`config.mk`:
```
export PLATFORM = sky130hd
export DESIGN_NAME = sdram_slot_arbiter
export DESIGN_NICKNAME = d
export VERILOG_FILES = /design/src/rtl/sdram_slot_arbiter.sv
export SDC_FILE = /design/constraint.sdc
export NUM_CORES = 1
export LEC_CHECK = 0
export BUFFER_PORTS_ARGS = -buffer_cell sky130_fd_sc_hd__buf_4
export CORE_MARGIN = 2
export CORE_UTILIZATION = 45
export DETAILED_ROUTE_END_ITERATION = 8
export PLACE_DENSITY = 0.89
export SLEW_MARGIN = 10
export SYNTH_ARGS = -nofsm -noshare
export SYNTH_HDL_FRONTEND = slang
export SYNTH_SLANG_ARGS = --single-unit
```
`constraint.sdc`:
```
create_clock -name clk -period 2.3 [get_ports clk]
set_input_delay 0.345 -clock clk [delete_from_list [all_inputs] [get_ports clk]]
set_output_delay 0.345 -clock clk [all_outputs]
set_load 0.03 [all_outputs]
```
`src/rtl/sdram_slot_arbiter.sv`:
```
// sdram_slot_arbiter: shares the sdram controller's one-access-per-sync slots
// between a high-priority port A and a low-priority port B. It forces a
// refresh slot after REFRESH_EVERY back-to-back accesses, promotes B after
// B_MAX_WAIT slots lost to A, and steers read data back to the issuing port.
module sdram_slot_arbiter #(
  parameter int REFRESH_EVERY = 8,
  parameter int B_MAX_WAIT    = 4
) (
  input  logic        clk,
  input  logic        reset,
  input  logic        sync,

  input  logic        a_req,
  input  logic        a_we,
  input  logic [1:0]  a_ds,
  input  logic [19:0] a_addr,
  input  logic [15:0] a_din,
  output logic        a_ack,
  output logic [15:0] a_dout,
  output logic        a_rvalid,

  input  logic        b_req,
  input  logic        b_we,
  input  logic [1:0]  b_ds,
  input  logic [19:0] b_addr,
  input  logic [15:0] b_din,
  output logic        b_ack,
  output logic [15:0] b_dout,
  output logic        b_rvalid,

  output logic        ram_we,
  output logic        ram_oe,
  output logic [1:0]  ram_ds,
  output logic [19:0] ram_addr,
  output logic [15:0] ram_din,
  input  logic [15:0] ram_dout
);

  localparam int ACC_W = (REFRESH_EVERY < 1) ? 1 : $clog2(REFRESH_EVERY + 1);
  localparam int BW_W  = (B_MAX_WAIT < 1) ? 1 : $clog2(B_MAX_WAIT + 1);
  localparam logic [ACC_W-1:0] ACC_MAX = ACC_W'(REFRESH_EVERY);
  localparam logic [BW_W-1:0]  BW_MAX  = BW_W'(B_MAX_WAIT);

  // Which port (if any) owns the read currently in flight in the sdram.
  typedef enum logic [1:0] {
    TAG_NONE = 2'd0,
    TAG_A    = 2'd1,
    TAG_B    = 2'd2
  } tag_e;

  // Outcome of the slot decision taken on a sync cycle.
  typedef enum logic [1:0] {
    DEC_IDLE    = 2'd0,
    DEC_REFRESH = 2'd1,
    DEC_GRANT_A = 2'd2,
    DEC_GRANT_B = 2'd3
  } dec_e;

  dec_e              dec;

  logic              ram_we_q,   ram_we_d;
  logic              ram_oe_q,   ram_oe_d;
  logic [1:0]        ram_ds_q,   ram_ds_d;
  logic [19:0]       ram_addr_q, ram_addr_d;
  logic [15:0]       ram_din_q,  ram_din_d;
  logic              a_ack_q,    a_ack_d;
  logic              b_ack_q,    b_ack_d;
  logic              a_rvalid_q, a_rvalid_d;
  logic              b_rvalid_q, b_rvalid_d;
  logic [15:0]       a_dout_q,   a_dout_d;
  logic [15:0]       b_dout_q,   b_dout_d;
  tag_e              tag_q,      tag_d;
  logic [ACC_W-1:0]  acc_cnt_q,  acc_cnt_d;
  logic [BW_W-1:0]   b_wait_q,   b_wait_d;

  // Slot decision: refresh beats everything, a starved B beats A, A beats B.
  always_comb begin
    dec = DEC_IDLE;
    if (acc_cnt_q == ACC_MAX) begin
      dec = DEC_REFRESH;
    end else if (b_req && (!a_req || (b_wait_q >= BW_MAX))) begin
      dec = DEC_GRANT_B;
    end else if (a_req) begin
      dec = DEC_GRANT_A;
    end
  end

  // Next state: everything holds between sync pulses; acks and rvalids pulse.
  always_comb begin
    ram_we_d   = ram_we_q;
    ram_oe_d   = ram_oe_q;
    ram_ds_d   = ram_ds_q;
    ram_addr_d = ram_addr_q;
    ram_din_d  = ram_din_q;
    a_ack_d    = 1'b0;
    b_ack_d    = 1'b0;
    a_rvalid_d = 1'b0;
    b_rvalid_d = 1'b0;
    a_dout_d   = a_dout_q;
    b_dout_d   = b_dout_q;
    tag_d      = tag_q;
    acc_cnt_d  = acc_cnt_q;
    b_wait_d   = b_wait_q;

    if (sync) begin
      // Data for the previous slot's read is on ram_dout at this boundary.
      if (tag_q == TAG_A) begin
        a_rvalid_d = 1'b1;
        a_dout_d   = ram_dout;
      end
      if (tag_q == TAG_B) begin
        b_rvalid_d = 1'b1;
        b_dout_d   = ram_dout;
      end

      unique case (dec)
        DEC_REFRESH: begin
          ram_we_d  = 1'b0;
          ram_oe_d  = 1'b0;
          tag_d     = TAG_NONE;
          acc_cnt_d = '0;
        end
        DEC_GRANT_B: begin
          ram_we_d   = b_we;
          ram_oe_d   = !b_we;
          ram_ds_d   = b_ds;
          ram_addr_d = b_addr;
          ram_din_d  = b_din;
          b_ack_d    = 1'b1;
          tag_d      = b_we ? TAG_NONE : TAG_B;
          acc_cnt_d  = acc_cnt_q + ACC_W'(1);
          b_wait_d   = '0;
        end
        DEC_GRANT_A: begin
          ram_we_d   = a_we;
          ram_oe_d   = !a_we;
          ram_ds_d   = a_ds;
          ram_addr_d = a_addr;
          ram_din_d  = a_din;
          a_ack_d    = 1'b1;
          tag_d      = a_we ? TAG_NONE : TAG_A;
          acc_cnt_d  = acc_cnt_q + ACC_W'(1);
          if (!b_req) begin
            b_wait_d = '0;
          end else if (b_wait_q != BW_MAX) begin
            b_wait_d = b_wait_q + BW_W'(1);
          end
        end
        default: begin
          ram_we_d  = 1'b0;
          ram_oe_d  = 1'b0;
          tag_d     = TAG_NONE;
          acc_cnt_d = '0;
          b_wait_d  = '0;
        end
      endcase
    end
  end

  // State register; reset discards any in-flight read along with everything else.
  always_ff @(posedge clk) begin
    if (reset) begin
      ram_we_q   <= 1'b0;
      ram_oe_q   <= 1'b0;
      ram_ds_q   <= 2'b00;
      ram_addr_q <= '0;
      ram_din_q  <= '0;
      a_ack_q    <= 1'b0;
      b_ack_q    <= 1'b0;
      a_rvalid_q <= 1'b0;
      b_rvalid_q <= 1'b0;
      a_dout_q   <= '0;
      b_dout_q   <= '0;
      tag_q      <= TAG_NONE;
      acc_cnt_q  <= '0;
      b_wait_q   <= '0;
    end else begin
      ram_we_q   <= ram_we_d;
      ram_oe_q   <= ram_oe_d;
      ram_ds_q   <= ram_ds_d;
      ram_addr_q <= ram_addr_d;
      ram_din_q  <= ram_din_d;
      a_ack_q    <= a_ack_d;
      b_ack_q    <= b_ack_d;
      a_rvalid_q <= a_rvalid_d;
      b_rvalid_q <= b_rvalid_d;
      a_dout_q   <= a_dout_d;
      b_dout_q   <= b_dout_d;
      tag_q      <= tag_d;
      acc_cnt_q  <= acc_cnt_d;
      b_wait_q   <= b_wait_d;
    end
  end

  assign ram_we   = ram_we_q;
  assign ram_oe   = ram_oe_q;
  assign ram_ds   = ram_ds_q;
  assign ram_addr = ram_addr_q;
  assign ram_din  = ram_din_q;
  assign a_ack    = a_ack_q;
  assign b_ack    = b_ack_q;
  assign a_rvalid = a_rvalid_q;
  assign b_rvalid = b_rvalid_q;
  assign a_dout   = a_dout_q;
  assign b_dout   = b_dout_q;

endmodule

```
==> results of run 1 <==
-- per-stage QoR --
stage | worst slack [ns] | hold slack (ns) | instance area, um2
global placement | 0.617 | 0.442 | 5020
detailed placement | 0.516 | 0.447 | 5020
finish | 0.471 | 0.245 | 5250
CTS | 0.477 | 0.225 | 5250
global route | 0.346 | 0.227 | 5250
floorplan | 0.752 | 0.449 | 3780
-- sequential cells by signal (all words and copies together), names as in the netlist --
| register | flops |
|---|---|
| a_ack | 1 |
| a_dout | 16 |
| a_rvalid | 1 |
| acc_cnt_q | 4 |
| b_ack | 1 |
| b_dout | 16 |
| b_rvalid | 1 |
| b_wait_q | 3 |
| ram_addr | 20 |
| ram_din | 16 |
| ram_ds | 2 |
| ram_oe | 1 |
| ram_we | 1 |
| tag_q | 2 |
-- worst max-delay path: stages, from the launching register on --
cell,delay (ns)
dfxtp_1,0.37
inv_1,0.08
ha_1,0.23
nand3b_4,0.14
and2_4,0.49
a21oi_1,0.17
a211oi_2,0.25
-- cell type report --
type / count / area [um2]
fill: 662 / 2920
multi-input combinational: 306 / 1790
sequential: 85 / 1700
timing repair buffer: 181 / 1370
tap: 105 / 131
clock buffer: 9 / 124
clock inverter: 7 / 111
inverter: 6 / 22.5
-- path summary, 6_finish.rpt --
kind / start / endpoint / slack [ns] / cells past startpoint
setup / recovery: acc_cnt_q[0]$_SDFFE_PP0P_ / ram_addr[11]$_SDFFE_PP0P_ / 0.47 / 6
hold / removal: ram_dout[11] / b_dout[11]$_SDFFE_PP0P_ / 0.24 / 3
setup reg to reg: acc_cnt_q[0]$_SDFFE_PP0P_ / ram_addr[11]$_SDFFE_PP0P_ / 0.47 / 6
hold reg to reg: a_dout[5]$_SDFFE_PP0P_ / a_dout[5]$_SDFFE_PP0P_ / 0.46 / 2
-- cells in the final DEF (no fill, tap or decap), types with 2 or more instances in the layout --
cell / Yosys / layout
nor3_1: 2 / 2
nor2_1: 45 / 45
nand3b_4: 2 / 2
clkbuf_8: 0 / 9
inv_6: 0 / 2
a211oi_2: 36 / 36
a21oi_2: 10 / 10
buf_4: 2 / 180
and2_1: 2 / 2
a31oi_1: 2 / 2
bufinv_16: 0 / 2
nor3b_4: 2 / 2
dfxtp_1: 85 / 85
nand3b_1: 2 / 2
o21ai_0: 2 / 2
or3_1: 4 / 4
a21oi_1: 66 / 66
inv_1: 5 / 5
nand2_1: 113 / 113
inv_8: 0 / 3
a211oi_1: 3 / 3
ha_1: 4 / 4
-- kinds of logic after synthesis --
| logic type | synth area share, % |
|---|---|
| buffers and inverters | 7.71 |
| adders and majority gates | 1.32 |
| muxes | 0.265 |
| DFF | 45.0 |
| and+or+nand+nor | 20.6 |
| AOI/OAI and AO/OA | 25.1 |
-- per-layer routing --
layer | wire length [um] | vias to the layer above | track usage [%]
met5 | 0 | - | 0
met4 | 44 | 0 | 6.07
met3 | 1060 | 4 | 7.43
met2 | 4870 | 147 | 37.4
met1 | 4090 | 1692 | 23.7
li1 | - | 1764 | -
-- where the power goes --
group	switching [mW]	total (mW)	internal [mW]
clock network	0.592	1.23	0.643
logic	0.375	0.662	0.287
registers	0.0403	1.58	1.54
total	1.01	3.48	2.47
==> metrics.md, run 1 <==
| Metric | Value |
|---|---|
| Initial antenna violation count | 0 |
| Top cells by area, synth | dfxtp_1, a211oi_2, nand2_1 |
| Final Skew | 0.0138 ns |
| # diodes | 0 |
| Final setup fails | 0 |
| Root buffer cell | clkbuf_8 |
| Final net count | 692 |
| Htree depth | 3 |
| Final cell count without fillers | 699 |
| Fmax | 547 MHz |
| Post-synth top flop | dfxtp_1 |
| Hold Buf Count CTS | 0 |
| Startpoint types | register |
| Yosys top cell by area | dfxtp_1 |
| Pins over their slew limit | 0 |
| Clock sink count | 85 |
| Clock latency on the worst-skew pair | 0.35 ns |
| RSZ-0062 raised after global routing | no |
| Syn nets | 531 |
| Async SR Flop Fraction | 0% |
| Area grow syn2layout | 38.8% |
| CP endpoint kind | register |
| Post-CTS Setup Repair Bufs | 0 |
| Final Util | 64.2% |
| Clock Path Buffers | 2 |
| Worst EP required | 2.57 ns |
| Slew @ Worst Pin | 0.697 ns |
| TritonCTS Buffers | 9 |
| Synth cell count leaders | nand2_1, dfxtp_1, a21oi_1 |
| Chip Width | 95.7 um |
| WP data arrival | 2.10 ns |
| PostCTS Resize Cnt | 0 |
| Placed insts | 683 |
| Setup TNS | 0 ns |
| Largest net degree at the start of global routing | 56 |
| Cell area power density | 662 nW/um2 |
| Layout cells sized above 1 | 42.4% |
| Status | completed |
| Via/cell ratio | 5.16 |
| Detailed Route Iter0 Violations | 126 |
| Gp weighted congestion | 0.824 |
| Tot Pwr | 3.48 mW |
| Fin crit share | 79.5% |
| Fin crit period | 1.83 ns |
| Max Cap Viol | 0 |
| Routed wire length | 10.1 mm |
| First-pass GRT wire length | 15.3 mm |
| Critical Path Fanout Max | 39 |
| Die footprint | 9150 um2 |
| CTS clock-pin slew for the worst setup and hold paths | 0.10 ns |
| Post-DRT Antenna Nets | 0 |
| Clock tree from TritonCTS | built |
| Via count | 3607 |
| DRT Pass-1 Iters | 4 |
| Syn Area/Cell | 8.84 um2 |
| Max VDD drop | 360 uV |
| Hold Violations, Final | 0 |
| Hpwl dp | 7.26 mm |
| Netlist cell types | 39 |
| Register area share after synthesis | 45.0% |
| Placement row count | 33 |
| Initial Util | 46.3% |
| Gr usage total | 21.1% |
| Worst min path class | input port to register |
| #FFs+latches synth | 85 |
| Ports | 175 |
| PortBufs | 174 |
| Post-Syn Area | 3780 um2 |
| Global route overflow | 0 |
| Worst slew margin | 53.4% |
| YS warnings | 0 |
| Static Leakage | 2.25 nW |
| EDFF count, synth | 0 |
| Vias in the first global route | 3370 |
| Residual DRC count | 0 |
| Most numerous cell in the Yosys netlist | nand2_1 |
| Drt wl/cell | 14.4 um |
| Post-synthesis cell count | 428 |
| Setup CP Type | register to register |
| Top-area cell type share of the netlist area | 45.0% |
| Core footprint | 8180 um2 |
| Die Y | 95.7 um |
Power figures use the tool's default switching activity.
==> run 2, diff against run 1 <==
--- a/config.mk
+++ b/config.mk
@@ -7,9 +7,9 @@
 export LEC_CHECK = 0
 export BUFFER_PORTS_ARGS = -buffer_cell sky130_fd_sc_hd__buf_4
 export CORE_MARGIN = 2
-export CORE_UTILIZATION = 45
+export CORE_UTILIZATION = 42
 export DETAILED_ROUTE_END_ITERATION = 8
-export PLACE_DENSITY = 0.89
+export PLACE_DENSITY = 0.88
 export SLEW_MARGIN = 10
 export SYNTH_ARGS = -nofsm -noshare
 export SYNTH_HDL_FRONTEND = slang
==> constraint.sdc (replaced) <==
create_clock -name clk -period 1.51 [get_ports clk]
set_input_delay 0.2265 -clock clk [delete_from_list [all_inputs] [get_ports clk]]
set_output_delay 0.2265 -clock clk [all_outputs]
set_load 0.03 [all_outputs]
==> run 2 against run 1 <==
The flow now finishes with violations (negative setup slack); power is 55% higher; critical path type unchanged; largest power group unchanged; highest routed layer unchanged; largest cell class unchanged; clock-buffer cell count stayed put; worst hold slack worse by 0.12 ns.
==> metrics.md, run 2 (same netlist as run 1, synthesis figures left out) <==
| Metric | Value |
|---|---|
| Met3 usage | 8.01% (was 7.43%) |
| Clock sink count | 85 (unchanged) |
| Vias in the first global route | 3718 (was 3370) |
| Placed insts | 697 (was 683) |
| Fillers | 698 (was 662) |
| Slew @ Worst Pin | 0.392 ns (was 0.697 ns) |
| Max VDD drop | 588 uV (was 360 uV) |
| Clock latency on the worst-skew pair | 0.35 ns (about the same) |
| Via/cell ratio | 5.17 (was 5.16) |
| Fmax | 654 MHz (was 547 MHz) |
| Via count | 3755 (was 3607) |
| Clock tree from TritonCTS | built (unchanged) |
| Slowest CP cell | dfxtp_2 (was and2_4) |
| Drt wl/cell | 15.5 um (was 14.4 um) |
| Met1 global-route usage | 25.2% (was 23.7%) |
| CP delay by family, top | buffers and inverters (was simple AND/OR/NAND/NOR gates) |
| Clock Path Buffers | 2 (unchanged) |
| Initial antenna violation count | 0 (unchanged) |
| Static Leakage | 2.43 nW (was 2.25 nW) |
| Core footprint | 8720 um2 (was 8180 um2) |
| PortBufs | 174 (unchanged) |
| Gr usage total | 21.3% (was 21.1%) |
| # diodes | 0 (unchanged) |
| Startpoint types | register (unchanged) |
| Part of the power in combinational logic | 21.9% (was 19.1%) |
| Initial Util | 43.4% (was 46.3%) |
| Routed wire length | 11.2 mm (was 10.1 mm) |
| Pint | 3.84 mW (was 2.47 mW) |
| Max FFs per register | 20 (unchanged) |
| Placement row count | 34 (was 33) |
| Hold slack | 0.127 ns (was 0.245 ns) |
| P_sw | 1.55 mW (was 1.01 mW) |
| Worst min path class | input port to register (unchanged) |
| Met2 Use GR | 37.1% (was 37.4%) |
| Final cell count without fillers | 726 (was 699) |
| Hold Crit Depth | 3 (unchanged) |
| Final setup fails | 1 (was 0) |
| Ports | 175 (unchanged) |
| PnR worst setup slack | -0.0182 ns (was 0.471 ns) |
| Die footprint | 9780 um2 (was 9150 um2) |
| Fin crit share | 101% (was 79.5%) |
| Die Y | 98.9 um (was 95.7 um) |
| Tot Pwr | 5.39 mW (was 3.48 mW) |
| Worst reg2reg path depth | 8 (was 6) |
| Gp weighted congestion | 0.838 (was 0.824) |
| Chip Width | 98.9 um (was 95.7 um) |
| Worst-path cell chain | inv_2 > ha_4 > nand3b_4 > buf_4 > nand2_2 > buf_12 > nand2_1 > a211oi_2 (was inv_1 > ha_1 > nand3b_4 > and2_4 > a21oi_1 > a211oi_2) |
| Finished Cell Area | 5730 um2 (was 5250 um2) |
| CP endpoint kind | register (unchanged) |
| Hpwl dp | 7.64 mm (was 7.26 mm) |
| Clock Power Share | 33.4% (was 35.5%) |
| Commonest non-fill, non-tap cells in the layout | buf_4, nand2_1, dfxtp_1, a21oi_1, a211oi_2 (was buf_4, nand2_1, dfxtp_1, a21oi_1, nor2_1) |
| Fin crit period | 1.53 ns (was 1.83 ns) |
| Final net count | 716 (was 692) |
| Critical Path Fanout Max | 29 (was 39) |
| Cell area power density | 942 nW/um2 (was 662 nW/um2) |
| Crit path buffers/inverters | 3 (was 1) |
| Largest net degree at the start of global routing | 40 (was 56) |
| Pins over their slew limit | 0 (unchanged) |
| Status | finished with violations (was completed) |
| Final Util | 65.7% (was 64.2%) |
| Most common cell after layout, fill and taps aside | buf_4 (unchanged) |
| Hold Buf Count CTS | 0 (unchanged) |
| Sw Ratio | 28.7% (was 29.0%) |
| Max Cap Viol | 0 (unchanged) |
| Root buffer cell | clkbuf_8 (unchanged) |
| Htree depth | 3 (unchanged) |
| Worst path depth | 8 (was 6) |
| Post-DRT Antenna Nets | 0 (unchanged) |
| DRT Pass-1 Iters | 5 (was 4) |
| Hold Violations, Final | 0 (unchanged) |
| RSZ-0062 raised after global routing | yes (was no) |
| Global route overflow | 0 (unchanged) |
| Max incr delay on CP | 0.33 ns (was 0.49 ns) |
| Layer with the highest usage | met2 (unchanged) |
| Area grow syn2layout | 51.4% (was 38.8%) |
| CTS clock-pin slew for the worst setup and hold paths | 0.09 ns (was 0.10 ns) |
| Reg power frac | 44.8% (was 45.4%) |
| Residual DRC count | 0 (unchanged) |
| Area after DPL | 5180 um2 (was 5020 um2) |
| Worst slew margin | 73.9% (was 53.4%) |
| Violated checks | negative setup slack |
| Worst EP required | 1.76 ns (was 2.57 ns) |
| Setup CP Type | register to register (unchanged) |
| TritonCTS Buffers | 9 (unchanged) |
| WP data arrival | 1.78 ns (was 2.10 ns) |
| Layout cells sized above 1 | 50.6% (was 42.4%) |
| First-pass GRT wire length | 17.1 mm (was 15.3 mm) |
| Final Skew | 0.0113 ns (was 0.0138 ns) |
| Detailed Route Iter0 Violations | 177 (was 126) |
[run 2: cell types whose count changed in the layout (fill, tap and decap cells not counted), moves of 3 or more]
cell and delta:
buf_4 +9, a21oi_2 +7, a21oi_1 -7, buf_12 +6, buf_6 +3, clkbuf_16 +3, inv_8 -3, nor2_2 +18
nor2_1 -18
[run 2: per-layer routing]
metal	part of all wire (%)	routed length (um)
met2	49	5490
met4	1.1	120
met1	40	4510
met5	0	0
met3	10	1120
[run 2: area by class of cell]
| cell class | instances | area [um2] | area share, % |
|---|---|---|---|
| multi-input cells | 306 | 1900 | 33.2 |
| repair buffers | 205 | 1740 | 30.3 |
| flip-flops and latches | 85 | 1700 | 29.8 |
| well taps | 108 | 135 | 2.36 |
| clock buffers | 9 | 124 | 2.16 |
| clock inverters | 7 | 103 | 1.79 |
| inverters | 6 | 22.5 | 0.393 |
[run 2: worst register-to-register path, cell delays in order, from the launching register on]
cell and delay [ns]:
dfxtp_2 0.33, inv_2 0.08, ha_4 0.15, nand3b_4 0.10, buf_4 0.17, nand2_2 0.10, buf_12 0.18, nand2_1 0.10
a211oi_2 0.23
[run 2: power groups by stage]
stage               Sequential (mW)  Clock [mW]  Combinational (mW)
floorplan                      2.64           0               0.423
global placement               2.45           0                1.03
detailed placement             2.46           0                1.07
CTS                            2.41        1.86                1.12
global route                   2.43        1.97                1.25
finish                         2.41        1.80                1.18
[run 2: stage by stage]
step,setup TNS [ns],worst slack (ns)
final,-0.0182,-0.0182
after global routing,-1.68,-0.0709
after CTS,0,0.00381
after detailed placement,-1.67,-0.0913
after global placement,0,0.0399
after floorplan,0,0.00529
[run 2: worst paths after layout]
| path | startpoint | end | slack [ns] |
|---|---|---|---|
| setup reg to reg | acc_cnt_q[0]$_SDFFE_PP0P_ | ram_addr[0]$_SDFFE_PP0P_ | -0.02 |
| hold / removal | ram_dout[8] | b_dout[8]$_SDFFE_PP0P_ | 0.13 |
| setup / recovery | acc_cnt_q[0]$_SDFFE_PP0P_ | ram_addr[0]$_SDFFE_PP0P_ | -0.02 |
| hold reg to reg | a_dout[14]$_SDFFE_PP0P_ | a_dout[14]$_SDFFE_PP0P_ | 0.46 |
[run 2: timing repair]
item | 4_1_cts | 5_1_grt
gates resized for setup | 11 | 33
setup buffers | 6 | 2
pin swaps | 5 | 37
setup endpoints to repair | 40 | 44
gates cloned | 2 | 3
==> run 3, diff against run 2 <==
--- a/config.mk
+++ b/config.mk
@@ -5,11 +5,12 @@
 export SDC_FILE = /design/constraint.sdc
 export NUM_CORES = 1
 export LEC_CHECK = 0
+export ABC_AREA = 1
 export BUFFER_PORTS_ARGS = -buffer_cell sky130_fd_sc_hd__buf_4
 export CORE_MARGIN = 2
-export CORE_UTILIZATION = 42
+export CORE_UTILIZATION = 43
 export DETAILED_ROUTE_END_ITERATION = 8
-export PLACE_DENSITY = 0.88
+export PLACE_DENSITY = 0.89
 export SLEW_MARGIN = 10
 export SYNTH_ARGS = -nofsm -noshare
 export SYNTH_HDL_FRONTEND = slang
==> run 3 against run 2 <==
The flow now finishes without violations; fmax grew 6.3%; clock power shrank 4%; area after synthesis grew 3.3%; largest cell class is now sequential cells; power shrank 1.3%; largest power group unchanged; synthesized cell count grew 33%; via count grew 15%; critical path type unchanged; non-clock buffer count shrank 10; flip-flop and latch count is the same; worst hold slack lost 0.015 ns.
==> metrics.md, run 3 <==
| Metric | Value |
|---|---|
| Capture point of the worst reg-to-reg path | ram_din[8]$_SDFFE_PP0P_ (was ram_addr[0]$_SDFFE_PP0P_) |
| CP delay by family, top | simple AND/OR/NAND/NOR gates (was buffers and inverters) |
| Syn nets | 672 (was 531) |
| Final setup fails | 0 (was 1) |
| Top cells by area, synth | dfxtp_1, nand2_1, inv_1 (was dfxtp_1, a211oi_2, nand2_1) |
| YS warnings | 0 (unchanged) |
| Status | completed (was finished with violations) |
| Routed wire length | 11.7 mm (was 11.2 mm) |
| Post-DRT Antenna Nets | 0 (unchanged) |
| Via/cell ratio | 5.08 (was 5.17) |
| Hold path start | ram_dout[8] (unchanged) |
| CTS clock-pin slew for the worst setup and hold paths | 0.09 ns (about the same) |
| #FFs+latches synth | 85 (unchanged) |
| Crit path buffers/inverters | 4 (was 3) |
| CP endpoint kind | register (unchanged) |
| Chip Width | 99.3 um (was 98.9 um) |
| Top-area cell type share of the netlist area | 43.5% (was 45.0%) |
| Via count | 4315 (was 3755) |
| Vias in the first global route | 4143 (was 3718) |
| Setup CP Type | register to register (unchanged) |
| Finished Cell Area | 5660 um2 (was 5730 um2) |
| Worst path depth | 9 (was 8) |
| Static Leakage | 2.91 nW (was 2.43 nW) |
| Layout cells sized above 1 | 30.8% (was 50.6%) |
| Global route overflow | 0 (unchanged) |
| Clock sink count | 85 (unchanged) |
| Drt wl/cell | 13.8 um (was 15.5 um) |
| Worst R2R Setup Slack | 0.07 ns (was -0.02 ns) |
| Netlist cell types | 22 (was 39) |
| Yosys top cell by area | dfxtp_1 (unchanged) |
| Area grow syn2layout | 44.9% (was 51.4%) |
| Worst-path cell chain | inv_1 > ha_2 > nand3_4 > nand3_4 > inv_6 > clkbuf_16 > nand3_1 > nand2_1 > inv_1 (was inv_2 > ha_4 > nand3b_4 > buf_4 > nand2_2 > buf_12 > nand2_1 > a211oi_2) |
| Most common cell after layout, fill and taps aside | buf_4 (unchanged) |
| Final net count | 839 (was 716) |
| Final Util | 64.6% (was 65.7%) |
| EDFF count, synth | 0 (unchanged) |
| Post-synthesis cell count | 569 (was 428) |
| Slowest CP cell | dfxtp_1 (was dfxtp_2) |
| Hold Violations, Final | 0 (unchanged) |
| Die footprint | 9870 um2 (was 9780 um2) |
| CP endpoint | ram_din[8]$_SDFFE_PP0P_ (was ram_addr[0]$_SDFFE_PP0P_) |
| Die Y | 99.3 um (was 98.9 um) |
| Worst slew margin | 59.2% (was 73.9%) |
| Placement row count | 34 (unchanged) |
| Clock tree from TritonCTS | built (unchanged) |
| Initial antenna violation count | 0 (unchanged) |
| Max incr delay on CP | 0.39 ns (was 0.33 ns) |
| Clock Path Buffers | 2 (unchanged) |
| Worst EP required | 1.76 ns (about the same) |
| Synth cell count leaders | nand2_1, inv_1, dfxtp_1 (was nand2_1, dfxtp_1, a21oi_1) |
| Area after DPL | 5340 um2 (was 5180 um2) |
| Ports | 175 (unchanged) |
| Initial Util | 44.6% (was 43.4%) |
| Async SR Flop Fraction | 0% (unchanged) |
| Cell area power density | 940 nW/um2 (was 942 nW/um2) |
| Most numerous cell in the Yosys netlist | nand2_1 (unchanged) |
| Hpwl dp | 8.51 mm (was 7.64 mm) |
| Area occupied by multi-input gates | 1700 um2 (was 1900 um2) |
| Residual DRC count | 0 (unchanged) |
| Syn Area/Cell | 6.87 um2 (was 8.84 um2) |
| Worst Setup SP | acc_cnt_q[1]$_SDFFE_PP0P_ (was acc_cnt_q[0]$_SDFFE_PP0P_) |
| Max FFs per register | 20 (unchanged) |
| WP data arrival | 1.69 ns (was 1.78 ns) |
| Post-synth top flop | dfxtp_1 (unchanged) |
| Max VDD drop | 432 uV (was 588 uV) |
| Worst reg2reg path startpoint | acc_cnt_q[1]$_SDFFE_PP0P_ (was acc_cnt_q[0]$_SDFFE_PP0P_) |
| Clock latency on the worst-skew pair | 0.34 ns (was 0.35 ns) |
| Largest net degree at the start of global routing | 46 (was 40) |
| Final Skew | 0.0109 ns (was 0.0113 ns) |
| Gp weighted congestion | 0.826 (was 0.838) |
| Hold slack | 0.112 ns (was 0.127 ns) |
| Register area share after synthesis | 43.5% (was 45.0%) |
| Fin crit period | 1.44 ns (was 1.53 ns) |
| Startpoint types | register (unchanged) |
| First-pass GRT wire length | 18.6 mm (was 17.1 mm) |
| Worst reg2reg path depth | 9 (was 8) |
| Root buffer cell | clkbuf_8 (unchanged) |
| PortBufs | 174 (unchanged) |
| Commonest non-fill, non-tap cells in the layout | buf_4, nand2_1, inv_1, dfxtp_1, a21oi_1 (was buf_4, nand2_1, dfxtp_1, a21oi_1, a211oi_2) |
| Gr usage total | 23.0% (was 21.3%) |
| Slew @ Worst Pin | 0.611 ns (was 0.392 ns) |
| Pins over their slew limit | 0 (unchanged) |
| Htree depth | 3 (unchanged) |
| Fin crit share | 95.2% (was 101%) |
| Worst min path class | input port to register (unchanged) |
| TritonCTS Buffers | 9 (unchanged) |
| # diodes | 0 (unchanged) |
| Fillers | 742 (was 698) |
| Detailed Route Iter0 Violations | 242 (was 177) |
| Post-Syn Area | 3910 um2 (was 3780 um2) |
| Core footprint | 8760 um2 (was 8720 um2) |
| DRT Pass-1 Iters | 4 (was 5) |
| Max Cap Viol | 0 (unchanged) |
| Register area | 1700 um2 (about the same) |
| Critical Path Fanout Max | 12 (was 29) |
| Fmax | 696 MHz (was 654 MHz) |
run 3: tightest hold or removal path, stage by stage:
cell,delay [ns]
buf_4,0.08
nor2_1,0.04
nor2_1,0.08
run 3: how the worst min path moves through the flow:
| stage | end | slack [ns] | cells past startpoint |
|---|---|---|---|
| 2_1_floorplan | a_dout[11]$_SDFFE_PP0P_ | 0.36 | 2 |
| 3_3_place_gp | b_dout[14]$_SDFFE_PP0P_ | 0.45 | 2 |
| 3_5_place_dp | b_dout[14]$_SDFFE_PP0P_ | 0.46 | 2 |
| 4_1_cts | a_dout[8]$_SDFFE_PP0P_ | 0.1 | 3 |
| 5_1_grt | a_dout[0]$_SDFFE_PP0P_ | 0.10 | 3 |
| 6_report | a_dout[8]$_SDFFE_PP0P_ | 0.11 | 3 |
run 3: kinds of logic (layout without fill, tap and decap cells):
group,Yosys count,in the layout,share of synthesized area [%]
adders and majority gates,4,4,1.28
DFF,85,85,43.5
and+or+nand+nor,263,263,30.4
buffers and inverters,133,305,13.8
AOI/OAI and AO/OA,82,82,10.5
xor gates and xnor gates,2,2,0.448
run 3: area by class of cell:
class,instances,area share [%]
Sequential cell,85,30.1
Timing Repair Buffer,195,27.4
Inverter,94,6.32
Clock buffer,11,2.67
Tap cell,108,2.39
Clock inverter,5,1.19
Multi-Input combinational cell,351,30.0
run 3: routing by layer:
| metal | GRT usage [%] | routed length, um | part of all wire, % |
|---|---|---|---|
| met5 | 0 | 0 | 0 |
| met4 | 11.3 | 344 | 2.9 |
| met3 | 5.13 | 853 | 7.3 |
| met2 | 40.9 | 5910 | 50 |
| met1 | 25.9 | 4620 | 39 |
run 3: power by group:
part	total, mW	switching [mW]	internal (mW)
clock	1.72	0.844	0.876
sequential	2.43	0.0690	2.36
combinational	1.18	0.664	0.512
total	5.32	1.58	3.75
run 3: what timing repair did:
item / in CTS / in global routing
hold endpoints to repair: 0 / 0
pin swaps: 0 / 2
resized for setup: 1 / 20
setup buffers: 0 / 0
gates cloned: 0 / 1
hold buffers: 0 / 0
setup endpoints to repair: 5 / 47
run 3: metrics by stage:
stage,setup TNS (ns),power [mW],setup WS [ns],instances
floorplan,0,3.11,0.148,569
global placement,0,3.57,0.0968,832
detailed placement,-0.0282,3.61,-0.0163,832
CTS,0,5.32,0.00399,848
global route,-0.0171,5.60,-0.00499,849
finish,0,5.32,0.0730,849
